==> src/rtl/mips_alu_pkg.sv <==
// mips_alu_pkg: constants and types shared by the ID->EX issue stage.
// Contents: ALU control codes, MIPS-I opcode/funct values, operand-B select
// encoding, shift-amount / extension selectors and the EX register record.
package mips_alu_pkg;

  // ALU control codes seen by the EX-stage ALU
  localparam logic [3:0] ALU_AND  = 4'b0000;
  localparam logic [3:0] ALU_OR   = 4'b0001;
  localparam logic [3:0] ALU_ADD  = 4'b0010;
  localparam logic [3:0] ALU_SLL  = 4'b0011;
  localparam logic [3:0] ALU_SRL  = 4'b0100;
  localparam logic [3:0] ALU_SUB  = 4'b0110;
  localparam logic [3:0] ALU_SLT  = 4'b0111;
  localparam logic [3:0] ALU_ADDU = 4'b1000;
  localparam logic [3:0] ALU_SUBU = 4'b1001;
  localparam logic [3:0] ALU_XOR  = 4'b1010;
  localparam logic [3:0] ALU_SLTU = 4'b1011;
  localparam logic [3:0] ALU_NOR  = 4'b1100;
  localparam logic [3:0] ALU_SRA  = 4'b1101;
  localparam logic [3:0] ALU_LUI  = 4'b1110;

  // Opcodes
  localparam logic [5:0] OP_RTYPE = 6'h00;
  localparam logic [5:0] OP_J     = 6'h02;
  localparam logic [5:0] OP_JAL   = 6'h03;
  localparam logic [5:0] OP_BEQ   = 6'h04;
  localparam logic [5:0] OP_BNE   = 6'h05;
  localparam logic [5:0] OP_ADDI  = 6'h08;
  localparam logic [5:0] OP_ADDIU = 6'h09;
  localparam logic [5:0] OP_SLTI  = 6'h0A;
  localparam logic [5:0] OP_SLTIU = 6'h0B;
  localparam logic [5:0] OP_ANDI  = 6'h0C;
  localparam logic [5:0] OP_ORI   = 6'h0D;
  localparam logic [5:0] OP_XORI  = 6'h0E;
  localparam logic [5:0] OP_LUI   = 6'h0F;
  localparam logic [5:0] OP_LW    = 6'h23;
  localparam logic [5:0] OP_SW    = 6'h2B;

  // R-type funct codes
  localparam logic [5:0] FN_SLL  = 6'h00;
  localparam logic [5:0] FN_SRL  = 6'h02;
  localparam logic [5:0] FN_SRA  = 6'h03;
  localparam logic [5:0] FN_SLLV = 6'h04;
  localparam logic [5:0] FN_SRLV = 6'h06;
  localparam logic [5:0] FN_SRAV = 6'h07;
  localparam logic [5:0] FN_JR   = 6'h08;
  localparam logic [5:0] FN_ADD  = 6'h20;
  localparam logic [5:0] FN_ADDU = 6'h21;
  localparam logic [5:0] FN_SUB  = 6'h22;
  localparam logic [5:0] FN_SUBU = 6'h23;
  localparam logic [5:0] FN_AND  = 6'h24;
  localparam logic [5:0] FN_OR   = 6'h25;
  localparam logic [5:0] FN_XOR  = 6'h26;
  localparam logic [5:0] FN_NOR  = 6'h27;
  localparam logic [5:0] FN_SLT  = 6'h2A;
  localparam logic [5:0] FN_SLTU = 6'h2B;

  // Operand-B select
  localparam logic SRCB_REG = 1'b0;
  localparam logic SRCB_IMM = 1'b1;

  // Shift-amount source
  localparam logic [1:0] SHMT_NONE  = 2'd0;
  localparam logic [1:0] SHMT_INSTR = 2'd1;
  localparam logic [1:0] SHMT_BUSA  = 2'd2;

  // Immediate extension
  localparam logic EXT_SIGN = 1'b0;
  localparam logic EXT_ZERO = 1'b1;

  // EX register contents; all-zero is the bubble / reset value
  typedef struct packed {
    logic [31:0] busa;
    logic [31:0] busb;
    logic [31:0] shift;
    logic [3:0]  alu_ctrl;
    logic [4:0]  shmt;
    logic        reg_write;
    logic [4:0]  dest;
    logic        alu_src_b;
    logic        valid;
    logic        illegal;
  } ex_reg_t;

endpackage

==> src/rtl/alu_ctrl_decode.sv <==
// alu_ctrl_decode: combinational instruction decode for the ALU issue stage.
// Ports:
//   instr      in  32  instruction word
//   alu_ctrl   out 4   ALU operation code
//   shmt_sel   out 2   shift amount source (none / instr[10:6] / BusA[4:0])
//   alu_src_b  out 1   1 = immediate onto operand B
//   reg_write  out 1   result is written back
//   dest       out 5   destination register
//   ext_sel    out 1   immediate extension (sign / zero)
//   illegal    out 1   unsupported opcode or funct
module alu_ctrl_decode
  import mips_alu_pkg::*;
(
  input  logic [31:0] instr,
  output logic [3:0]  alu_ctrl,
  output logic [1:0]  shmt_sel,
  output logic        alu_src_b,
  output logic        reg_write,
  output logic [4:0]  dest,
  output logic        ext_sel,
  output logic        illegal
);

  logic [5:0] op;
  logic [5:0] funct;
  logic [4:0] rt;
  logic [4:0] rd;
  logic       unused_fields;

  assign op    = instr[31:26];
  assign funct = instr[5:0];
  assign rt    = instr[20:16];
  assign rd    = instr[15:11];
  // rs is consumed as BusA by the register file, shamt/imm by the top level
  assign unused_fields = ^{instr[25:21], instr[10:6]};

  always_comb begin
    alu_ctrl  = ALU_AND;
    shmt_sel  = SHMT_NONE;
    alu_src_b = SRCB_REG;
    reg_write = 1'b0;
    dest      = 5'd0;
    ext_sel   = EXT_SIGN;
    illegal   = 1'b0;

    case (op)
      OP_RTYPE: begin
        dest      = rd;
        reg_write = 1'b1;
        case (funct)
          FN_ADD:  alu_ctrl = ALU_ADD;
          FN_ADDU: alu_ctrl = ALU_ADDU;
          FN_SUB:  alu_ctrl = ALU_SUB;
          FN_SUBU: alu_ctrl = ALU_SUBU;
          FN_AND:  alu_ctrl = ALU_AND;
          FN_OR:   alu_ctrl = ALU_OR;
          FN_XOR:  alu_ctrl = ALU_XOR;
          FN_NOR:  alu_ctrl = ALU_NOR;
          FN_SLT:  alu_ctrl = ALU_SLT;
          FN_SLTU: alu_ctrl = ALU_SLTU;
          FN_SLL:  begin alu_ctrl = ALU_SLL; shmt_sel = SHMT_INSTR; end
          FN_SRL:  begin alu_ctrl = ALU_SRL; shmt_sel = SHMT_INSTR; end
          FN_SRA:  begin alu_ctrl = ALU_SRA; shmt_sel = SHMT_INSTR; end
          FN_SLLV: begin alu_ctrl = ALU_SLL; shmt_sel = SHMT_BUSA;  end
          FN_SRLV: begin alu_ctrl = ALU_SRL; shmt_sel = SHMT_BUSA;  end
          FN_SRAV: begin alu_ctrl = ALU_SRA; shmt_sel = SHMT_BUSA;  end
          FN_JR:   begin alu_ctrl = ALU_ADD; reg_write = 1'b0;      end
          default: begin
            illegal   = 1'b1;
            reg_write = 1'b0;
            dest      = 5'd0;
          end
        endcase
      end
      OP_ADDI, OP_ADDIU, OP_SLTI, OP_SLTIU, OP_ANDI, OP_ORI, OP_XORI,
      OP_LUI, OP_LW, OP_SW: begin
        dest      = rt;
        alu_src_b = SRCB_IMM;
        reg_write = (op != OP_SW);
        case (op)
          OP_ADDI:  alu_ctrl = ALU_ADD;
          OP_ADDIU: alu_ctrl = ALU_ADDU;
          OP_SLTI:  alu_ctrl = ALU_SLT;
          OP_SLTIU: alu_ctrl = ALU_SLTU;
          OP_ANDI:  begin alu_ctrl = ALU_AND; ext_sel = EXT_ZERO; end
          OP_ORI:   begin alu_ctrl = ALU_OR;  ext_sel = EXT_ZERO; end
          OP_XORI:  begin alu_ctrl = ALU_XOR; ext_sel = EXT_ZERO; end
          // ALU does the <<16; the stage only presents the raw halfword
          OP_LUI:   begin alu_ctrl = ALU_LUI; ext_sel = EXT_ZERO; end
          default:  alu_ctrl = ALU_ADD;
        endcase
      end
      OP_BEQ, OP_BNE: begin
        alu_ctrl = ALU_SUB;
        dest     = rt;
      end
      OP_J: alu_ctrl = ALU_AND;
      OP_JAL: begin
        alu_ctrl  = ALU_ADD;
        reg_write = 1'b1;
        dest      = 5'd31;
      end
      default: illegal = 1'b1;
    endcase
  end

endmodule

==> src/rtl/alu_issue_stage.sv <==
// alu_issue_stage: ID->EX issue register feeding the single-cycle ALU.
// Decodes Instr_ID, builds the immediate and pre-shifted rt value, and
// registers everything for one EX cycle with flush > stall > load priority.
// Ports:
//   CLK, Reset_L                    clock, async active-low reset
//   Instr_ID, Valid_ID              instruction word and its valid flag
//   BusA_ID, BusB_ID                rs / rt register values
//   Stall, Flush                    hold EX register / insert bubble
//   BusA_EX, BusB_EX, Shift_EX      registered operands and pre-shifted rt
//   ALUCtrl_EX, Shmt_EX             ALU code and shift amount
//   RegWrite_EX, Dest_EX            writeback enable and register
//   ALUSrcB_EX, Valid_EX, Illegal_EX
module alu_issue_stage
  import mips_alu_pkg::*;
#(
  parameter int DW = 32
) (
  input  logic          CLK,
  input  logic          Reset_L,
  input  logic [31:0]   Instr_ID,
  input  logic          Valid_ID,
  input  logic [DW-1:0] BusA_ID,
  input  logic [DW-1:0] BusB_ID,
  input  logic          Stall,
  input  logic          Flush,
  output logic [DW-1:0] BusA_EX,
  output logic [DW-1:0] BusB_EX,
  output logic [DW-1:0] Shift_EX,
  output logic [3:0]    ALUCtrl_EX,
  output logic [4:0]    Shmt_EX,
  output logic          RegWrite_EX,
  output logic [4:0]    Dest_EX,
  output logic          ALUSrcB_EX,
  output logic          Valid_EX,
  output logic          Illegal_EX
);

  logic [3:0]    dec_alu_ctrl;
  logic [1:0]    dec_shmt_sel;
  logic          dec_alu_src_b;
  logic          dec_reg_write;
  logic [4:0]    dec_dest;
  logic          dec_ext_sel;
  logic          dec_illegal;

  logic [4:0]    shmt_id;
  logic [DW-1:0] imm32;
  logic [DW-1:0] busb_id;
  logic [DW-1:0] shift_id;
  ex_reg_t       ex_d;
  ex_reg_t       ex_q;

  alu_ctrl_decode u_decode (
    .instr     (Instr_ID),
    .alu_ctrl  (dec_alu_ctrl),
    .shmt_sel  (dec_shmt_sel),
    .alu_src_b (dec_alu_src_b),
    .reg_write (dec_reg_write),
    .dest      (dec_dest),
    .ext_sel   (dec_ext_sel),
    .illegal   (dec_illegal)
  );

  always_comb begin
    shmt_id = 5'd0;
    case (dec_shmt_sel)
      SHMT_INSTR: shmt_id = Instr_ID[10:6];
      SHMT_BUSA:  shmt_id = BusA_ID[4:0];
      default:    shmt_id = 5'd0;
    endcase
  end

  assign imm32 = (dec_ext_sel == EXT_SIGN) ? {{(DW-16){Instr_ID[15]}}, Instr_ID[15:0]}
                                           : {{(DW-16){1'b0}}, Instr_ID[15:0]};
  assign busb_id = (dec_alu_src_b == SRCB_IMM) ? imm32 : BusB_ID;

  // Always logical; the ALU supplies sign fill for SRA and uses its own
  // path for SLL, so only the right-shift result is precomputed here.
  assign shift_id = BusB_ID >> shmt_id;

  always_comb begin
    ex_d           = '0;
    ex_d.busa      = BusA_ID;
    ex_d.busb      = busb_id;
    ex_d.shift     = shift_id;
    ex_d.alu_ctrl  = dec_alu_ctrl;
    ex_d.shmt      = shmt_id;
    ex_d.reg_write = dec_reg_write;
    ex_d.dest      = dec_dest;
    ex_d.alu_src_b = dec_alu_src_b;
    ex_d.valid     = 1'b1;
    ex_d.illegal   = dec_illegal;
  end

  always_ff @(posedge CLK or negedge Reset_L) begin
    if (!Reset_L) begin
      ex_q <= '0;
    end else if (Flush) begin
      ex_q <= '0;
    end else if (!Stall) begin
      ex_q <= Valid_ID ? ex_d : '0;
    end
  end

  assign BusA_EX     = ex_q.busa;
  assign BusB_EX     = ex_q.busb;
  assign Shift_EX    = ex_q.shift;
  assign ALUCtrl_EX  = ex_q.alu_ctrl;
  assign Shmt_EX     = ex_q.shmt;
  assign RegWrite_EX = ex_q.reg_write;
  assign Dest_EX     = ex_q.dest;
  assign ALUSrcB_EX  = ex_q.alu_src_b;
  assign Valid_EX    = ex_q.valid;
  assign Illegal_EX  = ex_q.illegal;

endmodule

==> config.mk <==
export PLATFORM = sky130hd
export DESIGN_NAME = alu_issue_stage
export DESIGN_NICKNAME = d
export VERILOG_FILES = /design/src/rtl/mips_alu_pkg.sv /design/src/rtl/alu_ctrl_decode.sv /design/src/rtl/alu_issue_stage.sv
export SDC_FILE = /design/constraint.sdc
export NUM_CORES = 1
export LEC_CHECK = 0
export ABC_AREA = 1
export CAP_MARGIN = 20
export CORE_ASPECT_RATIO = 0.6
export CORE_MARGIN = 10
export CORE_UTILIZATION = 40
export CTS_CLUSTER_DIAMETER = 120
export DETAILED_ROUTE_END_ITERATION = 10
export GPL_TIMING_DRIVEN = 0
export PLACE_DENSITY = 0.71
export REMOVE_ABC_BUFFERS = 1
export SKIP_LAST_GASP = 1
export SYNTH_ARGS = -nofsm -noshare
export SYNTH_HDL_FRONTEND = slang
export SYNTH_HIERARCHICAL = 1
export SYNTH_SLANG_ARGS = --single-unit
==> constraint.sdc <==
create_clock -name CLK -period 1.7 [get_ports CLK]
set_input_delay 0.425 -clock CLK [delete_from_list [all_inputs] [get_ports CLK]]
set_output_delay 0.425 -clock CLK [all_outputs]
set_load 0.01 [all_outputs]
==> results of run 1 <==
-- registers in the layout (all words and copies together) (netlist names) --
name	cells
Valid_EX	1
ALUSrcB_EX	1
BusB_EX	32
Shmt_EX	5
Dest_EX	5
BusA_EX	32
Shift_EX	32
RegWrite_EX	1
ALUCtrl_EX	4
Illegal_EX	1
-- cells by family after synthesis --
| family | Yosys count |
|---|---|
| AND/OR/NAND/NOR | 533 |
| AO/OA/AOI/OAI | 151 |
| buffers and inverters | 124 |
| flip-flops | 114 |
| adder cells (fa/ha/maj) | 2 |
| multiplexers | 1 |
-- stage by stage --
step                instances  TNS [ns]  total power (W)   util
finish                   1443    -14.53          0.00787  0.737
detailed placement       1313   -171.79          0.00403  0.549
CTS                      1420     -9.99          0.00773  0.675
floorplan                 869   -293.07          0.00334      -
global route             1442    -17.17          0.00812  0.737
global placement         1306  -1119.12          0.00399  0.540
-- worst paths after layout --
path                                end  depth (start not counted)
min in group asynchronous  Shift_EX[13]                          2
max                        Shift_EX[10]                         17
min                          BusB_EX[5]                          3
min reg2reg                Shift_EX[13]                          2
max reg2reg                  ALUSrcB_EX                          2
max in group asynchronous   BusB_EX[13]                          3
-- timing repair --
action | in CTS | in global routing
pin swaps | 54 | 64
endpoints found under the setup margin | 221 | 56
setup buffers | 51 | 20
gates resized for setup | 360 | 183
endpoints found under the hold margin | 40 | 0
hold buffers | 1 | 0
cloned | 23 | 6
-- synth_stat cells --
cell type	instances
buf_4	4
nor3_1	1
nor2_8	1
inv_2	10
nand2_2	4
nand2_1	258
clkbuf_2	1
a21oi_1	16
nor3_4	1
buf_2	22
or2_2	1
o211ai_1	4
inv_1	58
buf_1	2
clkbuf_1	24
nand4_4	1
o21ai_2	1
nand3_2	3
mux2i_1	1
o22ai_1	2
nor2_2	6
nand3_1	228
ha_1	2
a21o_1	1
nor2_4	3
a211oi_1	1
a22o_1	40
o21ai_1	4
a21oi_2	1
nand2_4	2
nand3b_1	3
nor2_1	20
buf_6	3
dfrtp_1	114
o21ai_0	81
nand4_1	1
-- per-layer routing --
layer,vias up,GRT usage,routed length [um]
met3,152,0.107,4740
li1,3745,-,-
met5,-,0,0
met1,4037,0.349,13400
met4,0,0.0796,1470
met2,731,0.370,14100
-- report_power, final --
part	switching (W)	internal (W)	total, W
combinational	0.000755	0.000561	0.00132
sequential	0.0000498	0.00281	0.00286
clock	0.00161	0.00209	0.00370
-- area by class of cell --
cell class	count	area [um^2]	share of cell area
inverters	68	345	0.0285
repair inverters	8	106	0.00878
clock inverters	15	163	0.0134
clock buffers	17	425	0.0351
flip-flops and latches	114	2850	0.235
diodes	1	2.50	0.000207
repair buffers	288	2930	0.241
multi-input cells	704	5010	0.414
well taps	228	285	0.0235
-- critical path: stages --
cell	delay (ns)
buf_8	0.11
nor2_4	0.19
nand3_4	0.12
nor2_4	0.15
inv_2	0.06
ha_4	0.31
buf_12	0.13
inv_16	0.05
nand2_8	0.11
buf_6	0.15
clkinv_8	0.10
nand3_1	0.14
nand3_1	0.13
nand3_1	0.15
nand3_1	0.13
nand2_1	0.10
nand2_1	0.05
==> metrics.txt, run 1 <==
sequential-to-total area share from yosys stat 0.421; worst-margin pin slew 0.559 ns; CP startpoint Instr_ID[4]; Final Cycle Share 1.35; Post-Synth XOR/XNOR Area 0; Worst Slack Setup Final -0.590 ns; GPL Wtd Cong 0.909; final hold slack 0.362 ns; CTS H-tree depth 4; grt ovf 0; Initial DRC Count 1355; fin nets 1304; Avg Inst Size Synth 7.33 um^2; WP data arrival 2.60 ns; Simple-Gate Fraction of Synth Area 0.358; WL/cell 23.4 um; Worst-Skew Late Latency 0.43 ns; DIE HEIGHT 121 um; max frequency 437 MHz; reported max-cap violation count 0; CTS tree built; Starting Density 0.412; pwr dens 650 nW/um^2; GRT Total Usage 0.259; crit path kind in2reg; internal reg-to-reg setup slack 0.95 ns; fill count 1161; Netlist cell types 36; DP HPWL 18100 um; worst hold start Instr_ID[5]; Pre-Repair DR Iteration Count 8; PortBufs 209; yosys warns 6; first-pass GRT wire length 46900 um; Critical Path Sink Type flip-flop; Post-Synthesis Cells 925; Via density 6.00; Synth area leaders dfrtp_1, nand3_1, nand2_1; Max Slew Vio Count 0; Synth Area in Compound Gates 0.137; Peak VDD IR 0.000583 V; Die ar. 22700 um^2; worst r2r src ALUSrcB_EX; I/O pin cnt 215; largest net degree at the start of global routing 75; DR DRC count 0; Leak 6.03 nW; area of placed instances 9030 um^2; Area growth, synth to finish 78.7%; slew margin rel. 0.626; Die X 188 um; CTS clk-pin slew, worst paths 0.07 ns; CTS buffer count 17; via count 8665; RSZ-0062 raised after global routing yes; core area 16400 um^2; # rows 36; clk_skew 0 ns; setup violators final 37; Finished Cell Area 12100 um^2; most frequent cells in the layout nand2_1, dfrtp_1, dlygate4sd2_1; fraction of layout cells with a size suffix above 1 0.312; min Tclk post-route 2.29 ns; area leader, netlist dfrtp_1; Hold Path Class in2reg; FF+latch count, synth 114; Synth Cell Area 6780 um^2; Max clock buf depth 2; mux cell area share after synthesis 0.00148; failing checks negative setup slack; Final Hold Viols 0; most common cell after layout, fill and taps aside nand2_1; worst endpoint required time 2.02 ns; vias in the first global route 8059; Root Buffer clkbuf_16; final wirelength 33700 um; dpl ws -2.75 ns; startpoint types input port; initial antenna violation count 1; critical path peak fanout 8; Adder-Cell Fraction of Synth Area 0.00369; largest family of logic cells by synthesized area simple AND/OR/NAND/NOR gates; ANT nets after route 0; Yosys top cell area share 0.421; status finished, violations left; clock sinks 114
Note: power is estimated with default switching activity, not from simulation.
==> run 2: changes to the inputs <==
--- a/config.mk
+++ b/config.mk
@@ -8,7 +8,6 @@
 export ABC_AREA = 1
 export CAP_MARGIN = 20
 export CORE_ASPECT_RATIO = 0.6
-export CORE_MARGIN = 10
 export CORE_UTILIZATION = 40
 export CTS_CLUSTER_DIAMETER = 120
 export DETAILED_ROUTE_END_ITERATION = 10
==> run 2 against run 1 <==
  * The run still ends with negative setup slack left
  * Clock-buffer cell count stayed put
  * Non-clock buffer count fell by 6
  * Clock skew stayed put
  * Flip-flop and latch count is the same
  * Critical path depth up 1
  * First-iteration DRC count is 13% lower
  * Sequential power about the same
  * Combinational power about the same
  * Worst setup slack got worse by 0.039 ns
  * Via count grew 1.2%
  * Critical path type unchanged
==> metrics.txt, run 2 (same netlist as run 1, synthesis figures left out) <==
status finished, violations left; failing checks negative setup slack; RSZ-0062 raised after global routing yes; core area 16400 um^2 (-0.27%); Pre-Repair DR Iteration Count 6 (-2); DP HPWL 16500 um (-8.8%); DR DRC count 0 (unchanged); Post-Layout Cell Count 1432 (-0.76%); CTS buffer count 17 (unchanged); GRT Total Usage 0.336 (+0.0772); total power 0.00777 W (-1.3%); first-pass GRT wire length 44800 um (-4.5%); DIE HEIGHT 103 um (-15%); Initial DRC Count 1183 (-13%); clock sinks 114 (unchanged); clk_skew 0 ns (unchanged); Flop pwr share 0.368 (+0.005); initial antenna violation count 0 (-1); Clk network pwr share 0.462 (-0.008); reported max-cap violation count 0 (unchanged); placed cell count 1313 (unchanged); Max Slew Vio Count 0 (unchanged); CTS clk-pin slew, worst paths 0.06 ns (about the same); fill count 1198 (+3.2%); Die X 170 um (-9.6%); worst endpoint required time 1.98 ns (-0.04 ns); Critical Path Sink Type flip-flop; largest net degree at the start of global routing 64 (-15%); Leak 5.97 nW (-0.93%); most common cell after layout, fill and taps aside nand2_1; startpoint types input port; switching share of power 0.302 (-0.00452); Root Buffer clkbuf_16; via count 8765 (+1.2%); WP data arrival 2.61 ns (about the same); grt ovf 0 (unchanged); slowest stage delay, CP 0.19 ns (-0.12 ns); # rows 36 (unchanged); GPL Wtd Cong 0.920 (+1.3%); max frequency 429 MHz (-1.7%); I/O pin cnt 215 (unchanged); fraction of layout cells with a size suffix above 1 0.320 (+0.00758); Peak VDD IR 0.000489 V (-16%); critical path, cell by cell buf_4, inv_1, nor2_4, nand3_4, nor2_4, inv_2, ha_4, nand2_8, nand2_8, nand2_8, buf_12, nand2_2, nand3_2, nand3_1, nand2_1, nand2_1, nand3_1, nand3_1; Worst Slack Setup Final -0.629 ns (-0.0393 ns); Crit-path slowest cell ha_4; Final Cycle Share 1.37 (+0.0231); Final Core Density 0.732 (-0.00500); Hold Path Class in2reg; internal power 0.00543 W (-0.62%); Die ar. 17500 um^2 (-23%); final hold slack 0.396 ns (+0.0334 ns); logic gate share of total power 0.170 (+0.003); switching pwr 0.00235 W (-2.7%); Via density 6.12 (+1.9%); # diodes 0 (-1); worst-margin pin slew 0.729 ns (+0.170 ns); Final Hold Viols 0 (unchanged); CTS H-tree depth 4 (unchanged); slew margin rel. 0.513 (-0.112); pwr dens 648 nW/um^2 (-0.31%); PortBufs 209 (unchanged); CTS tree built; WL/cell 22.5 um (-3.8%); min Tclk post-route 2.33 ns (+0.0393 ns); most frequent cells in the layout nand2_1, dfrtp_1, dlygate4sd2_1; worst path bufs/invs 4 (-2); critical path peak fanout 8 (unchanged); ANT nets after route 0 (unchanged); final wirelength 32200 um (-4.5%); delay-heaviest family, CP simple AND/OR/NAND/NOR gates; Area growth, synth to finish 77.0%; Worst-Skew Late Latency 0.42 ns (about the same); Max clock buf depth 2 (unchanged); vias in the first global route 8067 (+0.099%); Starting Density 0.414 (+0.00113); fin nets 1294 (-0.77%); crit path kind in2reg; setup violators final 36 (-2.7%)
==> run 2: final timing paths <==
check | endpoint | from | slack, ns | depth (start not counted)
hold / removal | BusB_EX[5] | Instr_ID[5] | 0.40 | 3
min in group asynchronous | BusA_EX[14] | Reset_L | 0.53 | 2
hold reg to reg | Shift_EX[21] | Shift_EX[21] | 0.48 | 2
max in group asynchronous | Shmt_EX[0] | Reset_L | 0.47 | 3
setup / recovery | Shift_EX[6] | Instr_ID[2] | -0.63 | 18
setup reg to reg | Illegal_EX | Illegal_EX | 0.95 | 1
==> run 2: power groups by stage <==
stage / clock (W) / sequential (W) / combinational [W]
after CTS: 0.00358 / 0.00286 / 0.00116
after floorplan: 0 / 0.00296 / 0.000380
after global placement: 0 / 0.00292 / 0.00107
after global routing: 0.00374 / 0.00287 / 0.00141
final: 0.00359 / 0.00286 / 0.00132
after detailed placement: 0 / 0.00292 / 0.00111
==> run 2: stage by stage <==
stage	TNS [ns]	setup slack (ns)	cell area (um^2)
after detailed placement	-168.44	-2.76	9040
after CTS	-8.78	-0.351	11000
final	-14.62	-0.629	12000
after global routing	-17.08	-0.810	12000
after floorplan	-293.07	-2.72	6500
after global placement	-1115.74	-5.71	8880
==> run 2: final cells by class <==
cell class              count  area (um^2)  share of cell area
flip-flops and latches    114         2850               0.238
multi-input cells         700         5070               0.423
clock inverters            15          146              0.0122
inverters                  68          332              0.0276
repair buffers            282         2790               0.233
repair inverters            8         96.3             0.00803
clock buffers              17          425              0.0354
well taps                 228          285              0.0238
==> run 2: what timing repair did <==
item	CTS	global route
pin swaps	57	59
hold buffers	1	0
setup buffers	49	15
cloned	17	5
hold endpoints to repair	36	0
endpoints found under the setup margin	210	54
resized for setup	385	161
==> run 2: layer usage <==
metal / up-vias / wire [um] / global-route usage
li1: 3709 / - / -
met1: 4094 / 12800 / 0.468
met2: 761 / 13400 / 0.506
met3: 201 / 4340 / 0.0979
met4: 0 / 1680 / 0.105
met5: - / 0 / 0
